--- src/rtl/decoder_pkg.sv ---
// Shared types and helpers for the timed 3-to-8 strobe decoder.
package decoder_pkg;

    typedef enum logic [1:0] {IDLE, ACTIVE, GAP} dec_state_t;

    typedef struct packed {
        logic [2:0] code;
        logic       none;
    } dec_req_t;

    function automatic logic [7:0] onehot38(dec_req_t req);
        logic [7:0] line;
        line = 8'h01 << req.code;
        return req.none ? 8'h00 : line;
    endfunction

    // Counter must hold the larger of the two phase lengths.
    function automatic int cnt_width(int hold, int gap);
        int m;
        m = (hold > gap) ? hold : gap;
        return $clog2(m + 1);
    endfunction

endpackage

--- src/rtl/decoder38_comb.sv ---
// Pure combinational {code, none} to one-hot line decode.
module decoder38_comb
    import decoder_pkg::*;
(
    input  dec_req_t   req_i,
    output logic [7:0] line_o
);

    assign line_o = onehot38(req_i);

endmodule

--- src/rtl/decoder38_strobe.sv ---
// Registered 3-to-8 strobe decoder with timed hold and break-before-make gap.
// Optional one-entry request buffer enabled by defining DECODER38_QUEUE_EN.
module decoder38_strobe
    import decoder_pkg::*;
#(
    parameter int HOLD_CYCLES = 4,
    parameter int GAP_CYCLES  = 1
)
(
    input  logic       clk,
    input  logic       rst_n,
    input  logic       in_valid,
    input  logic [2:0] in_code,
    input  logic       in_none,
    output logic       in_ready,
    output logic [7:0] out,
    output logic       busy,
    output logic       done
);

    localparam int CW = cnt_width(HOLD_CYCLES, GAP_CYCLES);
    localparam logic [CW-1:0] HOLD_LD = CW'(HOLD_CYCLES - 1);
    localparam logic [CW-1:0] GAP_LD  = (GAP_CYCLES > 0) ? CW'(GAP_CYCLES - 1) : '0;

    dec_state_t     state_q, state_d;
    logic [CW-1:0]  cnt_q, cnt_d;
    logic [7:0]     out_q, out_d;
    dec_req_t       inReq;
    dec_req_t       startReq;
    logic [7:0]     lineSel;
    logic           accept;
    logic           start;
    logic           cntZero;
    logic           strobeEnd;

    assign inReq     = '{code: in_code, none: in_none};
    assign accept    = in_valid && in_ready;
    assign cntZero   = (cnt_q == '0);
    assign strobeEnd = (state_q == ACTIVE && cntZero && GAP_CYCLES == 0) ||
                       (state_q == GAP && cntZero);

`ifdef DECODER38_QUEUE_EN
    dec_req_t buf_q, buf_d;
    logic     bufFull_q, bufFull_d;

    // A pending request launches on the edge the current strobe would go idle.
    assign in_ready = !bufFull_q && rst_n;
    assign start    = (state_q == IDLE || strobeEnd) && (bufFull_q || accept);
    assign startReq = bufFull_q ? buf_q : inReq;

    always_comb begin
        buf_d     = buf_q;
        bufFull_d = bufFull_q;
        if (start && bufFull_q) begin
            bufFull_d = accept;
            if (accept) begin
                buf_d = inReq;
            end
        end else if (accept && !start) begin
            bufFull_d = 1'b1;
            buf_d     = inReq;
        end
    end

    always_ff @(posedge clk or negedge rst_n) begin
        if (!rst_n) begin
            buf_q     <= '0;
            bufFull_q <= 1'b0;
        end else begin
            buf_q     <= buf_d;
            bufFull_q <= bufFull_d;
        end
    end
`else
    assign in_ready = (state_q == IDLE) && rst_n;
    assign start    = accept;
    assign startReq = inReq;
`endif

    decoder38_comb u_comb (
        .req_i  (startReq),
        .line_o (lineSel)
    );

    always_ff @(posedge clk or negedge rst_n) begin
        if (!rst_n) begin
            state_q <= IDLE;
            cnt_q   <= '0;
            out_q   <= '0;
        end else begin
            state_q <= state_d;
            cnt_q   <= cnt_d;
            out_q   <= out_d;
        end
    end

    always_comb begin
        state_d = state_q;
        cnt_d   = cnt_q;
        if (start) begin
            state_d = ACTIVE;
            cnt_d   = HOLD_LD;
        end else begin
            case (state_q)
                IDLE: begin
                    state_d = IDLE;
                end
                ACTIVE: begin
                    if (cntZero) begin
                        if (GAP_CYCLES > 0) begin
                            state_d = GAP;
                            cnt_d   = GAP_LD;
                        end else begin
                            state_d = IDLE;
                        end
                    end else begin
                        cnt_d = cnt_q - CW'(1);
                    end
                end
                GAP: begin
                    if (cntZero) begin
                        state_d = IDLE;
                    end else begin
                        cnt_d = cnt_q - CW'(1);
                    end
                end
                default: begin
                    state_d = IDLE;
                end
            endcase
        end
    end

    // Line holds only while ACTIVE has cycles left; otherwise it drops to zero.
    always_comb begin
        out_d = '0;
        if (start) begin
            out_d = lineSel;
        end else if (state_q == ACTIVE && !cntZero) begin
            out_d = out_q;
        end
    end

    always_comb begin
        out  = out_q;
        busy = (state_q != IDLE);
        done = (state_q == ACTIVE) && cntZero;
    end

endmodule

--- config.mk ---
export PLATFORM = sky130hd
export DESIGN_NAME = decoder38_strobe
export DESIGN_NICKNAME = d
export VERILOG_FILES = /design/src/rtl/decoder_pkg.sv /design/src/rtl/decoder38_comb.sv /design/src/rtl/decoder38_strobe.sv
export SDC_FILE = /design/constraint.sdc
export NUM_CORES = 1
export LEC_CHECK = 0
export CAP_MARGIN = 10
export CORE_MARGIN = 1.5
export CORE_UTILIZATION = 46
export CTS_CLUSTER_DIAMETER = 60
export DETAILED_ROUTE_END_ITERATION = 12
export PLACE_DENSITY_LB_ADDON = 0.3
export SYNTH_ARGS = -nofsm -noshare
export SYNTH_HDL_FRONTEND = slang
export SYNTH_HIERARCHICAL = 1
export SYNTH_SLANG_ARGS = --single-unit
export TNS_END_PERCENT = 5
--- constraint.sdc ---
create_clock -name clk -period 1.6 [get_ports clk]
set_clock_uncertainty 0.05 [all_clocks]
set_input_delay 0.32 -clock clk [delete_from_list [all_inputs] [get_ports clk]]
set_output_delay 0.32 -clock clk [all_outputs]
set_load 0.01 [all_outputs]
-- Word-level counts from Yosys, hierarchy flattened
Cells that the tools add are included.
- add/sub/neg operators: 1
- equality and inequality tests: 6
- shift operators: 1
- mux-type cells: 11
- reduce and logical (&&, ||, !) cells: 11
- operator list (cell ; count):
    $mux W8 ; 3
    $mux W3 ; 3
    $ne A3 B3 Y1 const B ; 3
    $shl A1 B3 Y8 const A ; 1
    $mux W2 ; 3
    $pmux W3 S2 ; 1
    $logic_and A1 B1 Y1 ; 4
    $pmux W2 S2 ; 1
    $reduce_and A2 Y1 ; 2
    $logic_not A3 Y1 ; 1
    $reduce_bool A3 Y1 ; 1
    $sub A3 B1 Y3 const B ; 1
    $eq A2 B1 Y1 const B ; 1
    $eq A2 B2 Y1 const B ; 1
    $logic_not A2 Y1 ; 1
    $ne A2 B2 Y1 const B ; 1
    $reduce_bool A2 Y1 ; 1
    $logic_not A1 Y1 ; 1
- flip-flop bits (word level): 13
- input port bits: 7
- output and inout port bits: 11
- logic and storage cells: 33

-- Depth between registers and ports, before layout
- depth in word-level cells: 5
- depth in mapped cells: 5
- mapped depth without buffers: 5

-- Hierarchy
The synthesis kept the hierarchy.
- modules (own cells, without submodules) (module ; instances ; cells an instance ; area an instance (µm²) ; seq. area each (µm²)):
    decoder38_strobe ; 1 ; 51 ; 611.8 ; 325.3
    decoder38_comb ; 1 ; 8 ; 81.3 ; 0.0

-- Least setup slack after synthesis
OpenSTA, ideal clock, no wires.
- kind: flip-flop to flip-flop
- start: reg cnt_q[0]
- end: reg state_q[0]
- library setup time: 0.127 ns
- data arrival time: 1.175 ns
- setup slack: 0.247 ns
- stages on the path, launching flop included: 6
- buffers on the path: 0
- period minus slack after synthesis: 1.353 ns
- cells stage by stage: dfrtp_1 -> inv_1 -> ha_1 -> and2b_1 -> nor2_2 -> or2_2
- cells in the longest elaborated chain, start to end: 3
- RTL lines (element ; line ; RTL):
    from (decl) ; decoder38_strobe.sv:26 ; logic [CW-1:0] cnt_q, cnt_d;
    from (signal assigned) ; decoder38_strobe.sv:92 ; cnt_q <= cnt_d;
    $logic_not A3 Y1 * ; decoder38_strobe.sv:38 ; assign cntZero = (cnt_q == '0);
    $ne A3 B3 Y1 (no source line) ; - ;
    $reduce_and A2 Y1 (no source line) * ; - ;
    to (signal assigned) ; decoder38_strobe.sv:91 ; state_q <= state_d;
    to (decl) ; decoder38_strobe.sv:25 ; dec_state_t state_q, state_d;
Mark *: on every way between the ends. The rest lies on a longest branch, timed or not.
A chain may end at the register's enable or synchronous reset.

-- Worst setup path after layout
- start: reg cnt_q[1]
- end: out done
- cells in the longest elaborated chain, start to end: 2
- RTL lines (element ; line ; RTL):
    $logic_not A3 Y1 ; decoder38_strobe.sv:38 ;
    $logic_and A1 B1 Y1 ; decoder38_strobe.sv:147 ; done = (state_q == ACTIVE) && cntZero;
    to (decl) ; decoder38_strobe.sv:18 ; output logic done
Every way passes these cells.

==> impl_metrics.json <==
{
  "status": "complete, but fails checks",
  "failed_checks": "setup timing",
  "fin_crit_sh": 1.04,
  "grt_pass1_wl_mm": 2.61,
  "overflow": 0,
  "grt_max_degree": 10,
  "worst_pin_slew_ps": 288,
  "syn_area_per_cell_um2": 11.7,
  "core_um2": 1350,
  "drive_gt1_frac": 0.424,
  "viasPerCell": 5.53,
  "crit_path_start": "cnt_q[1]",
  "wl_mm": 1.76,
  "ant_nets": 0,
  "clockBufferDepth": 2,
  "track_usage": 0.206,
  "worst-setup-path-type": "register to output port",
  "yosysWarningCount": 6,
  "start_util": 0.513,
  "cts-root-buf": "clkbuf_4",
  "crit_end": "done",
  "maxCapViolations": 0,
  "placementRows": 13,
  "dp_hpwl_mm": 1.13,
  "synth-seq-cells": 13,
  "io_pins": 18,
  "drc": 0,
  "slew_viol_final": 0,
  "antenna_cells": 0,
  "nFillCells": 94,
  "syn2layout_area_growth_pct": 54.9,
  "synth_area_um2": 693,
  "p_per_area_nw_per_um2": 1500,
  "die_h_um": 41.8,
  "vias": 630,
  "rr_worst_depth": 5,
  "dp_slack_ps": -264,
  "clock-sinks": 13,
  "slew_headroom": 0.805,
  "start_kind": "register",
  "grt_pass1_vias": 559,
  "clk-insertion-delay-late_ps": 280,
  "rr_startpoint": "state_q[1]",
  "cp_num_cells": 5,
  "r2r_slack_ps": 60,
  "cts.htree.levels": 1,
  "fin_nets": 109,
  "cp_max_fo": 2,
  "rsz0062_at_grt": "true",
  "synth_cell_types": 26,
  "rr_endpoint": "out[6]",
  "tns_ps": -59.2,
  "hp-class": "input port to asynchronous set/reset pin",
  "cts_buffers": 3,
  "die_w_um": 41.8,
  "drt_iter0_drc": 12,
  "worstPathCellList": "inv_2 -> ha_4 -> nand2b_4 -> nor2_2 -> buf_2",
  "critical-path-top-delay-family": "flip-flops",
  "worst-path-buf-inv": 2,
  "setup_ws_ps": -59.2,
  "setup_viol_count_final": 1,
  "hold_viol_final": 0,
  "cpPeakStageDelay_ps": 390,
  "antenna_found_initial": 0,
  "syn_nets": 68,
  "critPathRequiredTime_ps": 1230,
  "worstPathArrival_ps": 1290,
  "yosysSeqAreaShare": 0.469,
  "io_buffers": 17,
  "clk_pin_slew_ps": 90,
  "worst_path_max_delay_cell": "dfrtp_1",
  "irDropWorstVdd_uv": 1440,
  "wl_per_cell_um": 15.4,
  "end_kind": "output port",
  "leakage_uw": 0.000539,
  "dieArea_um2": 1750,
  "gp_congestion": 0.818,
  "min_period_ps": 1660,
  "drtPass1Iterations": 4,
  "syn-instance-count": 59,
  "cts_tree": "built",
  "max_freq_mhz": 603
}
[worst reg2reg max path: stages, from the launching register on]
cell      delay [ps]
dfrtp_1          400
buf_4            140
buf_4            150
nor4bb_4         350
buf_4            230
a22o_1           160
[Yosys cell counts]
| library cell | number | share of area |
|---|---|---|
| ha_1 | 2 | 0.036 |
| dfrtp_1 | 13 | 0.47 |
| nor2_2 | 1 | 0.0090 |
| xor2_1 | 1 | 0.013 |
| nand2b_1 | 3 | 0.027 |
| nor4b_1 | 3 | 0.038 |
| nor4_1 | 1 | 0.0090 |
| and4b_2 | 1 | 0.016 |
| nor3b_1 | 1 | 0.011 |
| a211o_1 | 1 | 0.013 |
| a22o_1 | 8 | 0.10 |
| nand2_1 | 1 | 0.0054 |
| or2_2 | 2 | 0.018 |
| a211o_2 | 1 | 0.014 |
| nand3_1 | 1 | 0.0072 |
| and2b_1 | 1 | 0.011 |
| inv_1 | 4 | 0.022 |
| o21bai_1 | 1 | 0.011 |
| o211ai_1 | 1 | 0.011 |
| nor4bb_4 | 1 | 0.036 |
| buf_4 | 1 | 0.011 |
| a31oi_1 | 1 | 0.0090 |
| o21ai_0 | 2 | 0.014 |
| and4bb_2 | 3 | 0.054 |
| o31ai_2 | 1 | 0.018 |
| nor2_1 | 3 | 0.016 |
[state kept, by name (all words and copies together) (netlist names)]
signal and count:
cnt_q 3, state_q 2, out 8
[what timing repair did]
item | CTS | global route
resized for setup | 10 | 11
setup endpoints to repair | 3 | 15
pin swaps | 1 | 3
endpoints found under the hold margin | 0 | 0
buffers inserted | 1 | 4
hold buffers | 0 | 0
[layer usage]
metal / routed length, µm / vias to the layer above / part of all wire / GRT usage
met1: 847 / 300 / 0.48 / 0.253
met3: 48 / 4 / 0.027 / 0.0696
met2: 835 / 20 / 0.47 / 0.309
met4: 27 / 0 / 0.015 / 0.123
li1: - / 306 / - / -
met5: 0 / - / 0 / 0
[layout make-up]
class / instances / area, µm² / area share
multi-input cells: 41 / 378 / 0.352
flip-flops and latches: 13 / 325 / 0.303
repair buffers: 37 / 310 / 0.289
clock buffers: 4 / 26.3 / 0.0245
well taps: 15 / 18.8 / 0.0175
inverters: 4 / 15.0 / 0.0140
[logic make-up after synthesis]
kind of cell / share of synthesized area
adder cells (fa/ha/maj): 0.0361
flip-flops: 0.469
AO/OA/AOI/OAI: 0.191
XOR/XNOR: 0.0126
AND/OR/NAND/NOR: 0.258
buffers and inverters: 0.0325
[per-stage QoR]
step	power [µW]	cells	utilization	hold WS [ps]	instance area (µm²)
floorplan	854	59	-	-25.6	693
CTS	1450	110	0.749	301	1010
global placement	1230	105	0.731	434	987
global route	1730	114	0.795	306	1070
finish	1610	114	0.795	296	1070
detailed placement	1250	105	0.731	434	987
[placed cells by master (no fill, tap or decap), drive strengths merged, types with 2 or more instances in the layout]
master          n
clkdlybuf4s50  12
a211o           2
inv             4
a22o            8
or2             2
buf            22
o21ai           2
dlymetal6s2s    2
nor4b           3
dfrtp          13
clkbuf          5
and4bb          3
nor2            4
ha              2
nand2b          3
[worst min path at each step]
| stage | to | startpoint |
|---|---|---|
| 6_report | out[6] | rst_n |
| 5_1_grt | out[6] | rst_n |
| 4_1_cts | out[6] | rst_n |
| 3_5_place_dp | out[5] | out[5] |
| 3_3_place_gp | out[0] | out[0] |
| 2_1_floorplan | cnt_q[0] | rst_n |
[where the power goes]
part	internal [µW]	switching, µW
Clock	96.5	111
Sequential	396	36.5
Combinational	516	457
Total	1010	604
(Power assumes the default switching activity.)
==> patch 1, RTL diff (same settings) <==
The parameter `HOLD_CYCLES` goes from 4 to 6.
--- a/src/rtl/decoder38_strobe.sv
+++ b/src/rtl/decoder38_strobe.sv
@@ -3,7 +3,7 @@
 module decoder38_strobe
     import decoder_pkg::*;
 #(
-    parameter int HOLD_CYCLES = 4,
+    parameter int HOLD_CYCLES = 6,
     parameter int GAP_CYCLES  = 1
 )
 (
Function: changed (Yosys sat finds a counterexample within 10 cycles, from zero or initial values and one cycle with rst_n low).
==> patch 1 against the original RTL <==
- final cell count decreased by 6.1%
- sequential power increased by 4%
- count of clock-buffer cells in the layout unchanged
- power decreased by 0.23%
- sequential cell count unchanged
- register-to-register slack improved by 40 ps
- final area decreased by 5.2%
- area after synthesis increased by 1.1%
- routed wire length decreased by 8.7%
- global-route usage decreased by 0.89 points
- worst setup slack improved by 96 ps
- clock power about the same
- critical endpoint is now out[4]
- largest cell class unchanged
- largest power group unchanged
==> patch 1: results <==
[status]
status = finished clean

[global_route]
grt_pass1_vias = 600
grt_use_total_pct = 19.7
grt_max_degree = 16
grt_pass1_wl_um = 2590

[routing]
num_vias = 613
drt_iter0_drc = 11
vias_per_cell = 5.73
wl_per_cell_um = 15.0

[setup_path]
crit_family = buffers and inverters
r2r_cells = 6
r2r_start = cnt_q[0]$_DFFE_PN0P_
worstPathArrival_ps = 1190
slowest_stage = clkdlybuf4s50_1
ff2ff_setup_slack_ps = 100
crit_start = out[4]$_DFFE_PN0P_
r2r_end = cnt_q[1]$_DFFE_PN0P_
endpoint = out[4]

[synth]
synth_adder_area_share_pct = 3.57
synth_fp_nets = 69
syn_area_per_cell_um2 = 11.7
yosys.area_share.xor_xnor_pct = 1.25
yosys-top-cells-count = dfrtp_1, a22o_2
ys_types = 29
synth.area.top_cells = dfrtp_1, a22o_2, and4bb_2, a22o_1, nor4b_1

[placement]
postPlaceCellArea_um2 = 946
gp_congestion = 0.712

[timing]
setup_viol = 0
holdWs_ps = 310

[cells_and_area]
nNetsFinal = 102
largest_reg_flops = 8

[power]
leakage_nw = 0.489
peakVddDrop_mv = 1.23
-- patch 1: power breakdown --
group	switching [W]	total (W)	internal, W
registers	0.0000467	0.000448	0.000401
clock network	0.000110	0.000207	0.0000969
logic	0.000446	0.000954	0.000509
total	0.000602	0.00161	0.00101
-- patch 1: final cells by class --
| class | count | area [um2] |
|---|---|---|
| sequential | 13 | 325 |
| multi-input combinational | 42 | 378 |
| fill | 99 | 349 |
| clock buffer | 4 | 26.3 |
| timing repair buffer | 30 | 258 |
| inverter | 3 | 11.3 |
| tap | 15 | 18.8 |
-- patch 1: repair_timing --
item | CTS | global route
setup endpoints to repair | 3 | 14
gates cloned | 0 | 0
pin swaps | 1 | 2
hold buffers | 0 | 0
buffers inserted | 2 | 1
gates resized for setup | 6 | 14
-- patch 1: routing by layer --
metal	global-route usage, %	vias up	part of all wire [%]
met5	0	-	0
met4	7.50	0	1.6
li1	-	297	-
met2	35.0	22	49
met3	5.60	5	6.5
met1	22.2	289	42
==> patch 2, RTL diff (config.mk and constraints unchanged) <==
Made on the original files. The 3 states of `dec_state_t` get a one-hot encoding in 3 bits.
--- a/src/rtl/decoder_pkg.sv
+++ b/src/rtl/decoder_pkg.sv
@@ -1,7 +1,7 @@
 // Shared types and helpers for the timed 3-to-8 strobe decoder.
 package decoder_pkg;
 
-    typedef enum logic [1:0] {IDLE, ACTIVE, GAP} dec_state_t;
+    typedef enum logic [2:0] {IDLE = 3'b001, ACTIVE = 3'b010, GAP = 3'b100} dec_state_t;
 
     typedef struct packed {
         logic [2:0] code;
Function: no difference found for any inputs over 10 cycles, from zero or initial values and one cycle with rst_n low; not proved beyond that.
==> patch 2 against the original RTL <==
- area after synthesis grew 2.3%
- the flow still finishes with violations (negative setup slack)
- routed wire length shrank 18%
- synthesized cell count grew 1.7%
- sequential cell count grew 1
- worst setup slack gained 38 ps
- final area shrank 5.6%
- highest routed layer unchanged
- largest cell class unchanged
Power is not compared: it rests on default switching activity, and its combinational part moved more than twofold at a synthesized area within 25%.
==> patch 2: results <==
[status]
status = complete, but fails checks
violations = negative setup slack

[routing]
drt_iter0_drc = 13
num_vias = 576
m1WireLength_um = 641
route.met2.wl_um = 694
wl_per_cell_um = 13.8

[synth]
synth.area.top_cells = dfrtp_1, a22o_1, and4bb_2, dfstp_2, nor4b_1
syn_inst = 60
synth_adder_area_share_pct = 3.53
synth_fp_nets = 69
yosys.area_share.xor_xnor_pct = 1.23
synth_compound_area_share_pct = 15.5
ys_types = 28
yosys-top-cells-count = dfrtp_1, a22o_1
ys_warn_count = 6
synth_seq_area_share_pct = 49.6

[cells_and_area]
layoutNonFillerInstCount = 104
fillers = 96
drive_gt1_share_pct = 34.8
nNetsFinal = 99
multiInputGateArea_um2 = 375

[placement]
dp_hpwl_um = 973
postPlaceCellArea_um2 = 950
gp_congestion = 0.806
pre_cts_ws_ps = -306

[timing]
holdWs_ps = 376
layout_setup_ws_ps = -20.8
setup_viol = 1
finalSetupTns_ps = -20.8
tightest_slew_ps = 348

[global_route]
grt_max_degree = 15
grt_pass1_vias = 516
grt_use_total_pct = 16.7
grt_util_met1_pct = 21.6
grt_util_met3_pct = 8.19
met2_usage_pct = 26.2
grt_pass1_wl_um = 2260

[power]
peakVddDrop_mv = 0.640

[setup_path]
ff2ff_setup_slack_ps = 90
path_max_fanout = 3
r2r_start = cnt_q[1]$_DFFE_PN0P_
r2r_end = out[5]$_DFFE_PN0P_
r2r_cells = 6
worstPathArrival_ps = 1250

[clock_network]
post_cts_resize_count = 9
post_cts_buffers = 0
cts-htree-levels = 1
root_buffer = clkbuf_4
==> patch 2: layout make-up <==
| type | count | share of cell area [%] |
|---|---|---|
| Clock buffer | 4 | 2.59 |
| Inverter | 2 | 0.741 |
| Multi-Input combinational cell | 42 | 37.0 |
| Sequential cell | 14 | 34.7 |
| Tap cell | 15 | 1.85 |
| Timing Repair Buffer | 27 | 23.1 |
==> patch 2: worst max-delay path: stages, from the launching register on <==
cell      delay, ps
dfrtp_1         390
inv_2            90
ha_4            150
nand2b_4         60
nor3_2          140
buf_2           140
==> patch 2: cell families after synthesis <==
family          count (synthesis)
simple gates                   25
compound gates                 14
flops                          14
buf+inv                         4
fa+ha+maj                       2
xor+xnor                        1
==> patch 2: power breakdown <==
group / internal, W / switching (W) / total (W) / leakage [nW]
logic: 0.000122 / 0.000104 / 0.000225 / 0.243
registers: 0.000378 / 0.0000172 / 0.000395 / 0.183
clock network: 0.0000968 / 0.000101 / 0.000197 / 0.0150
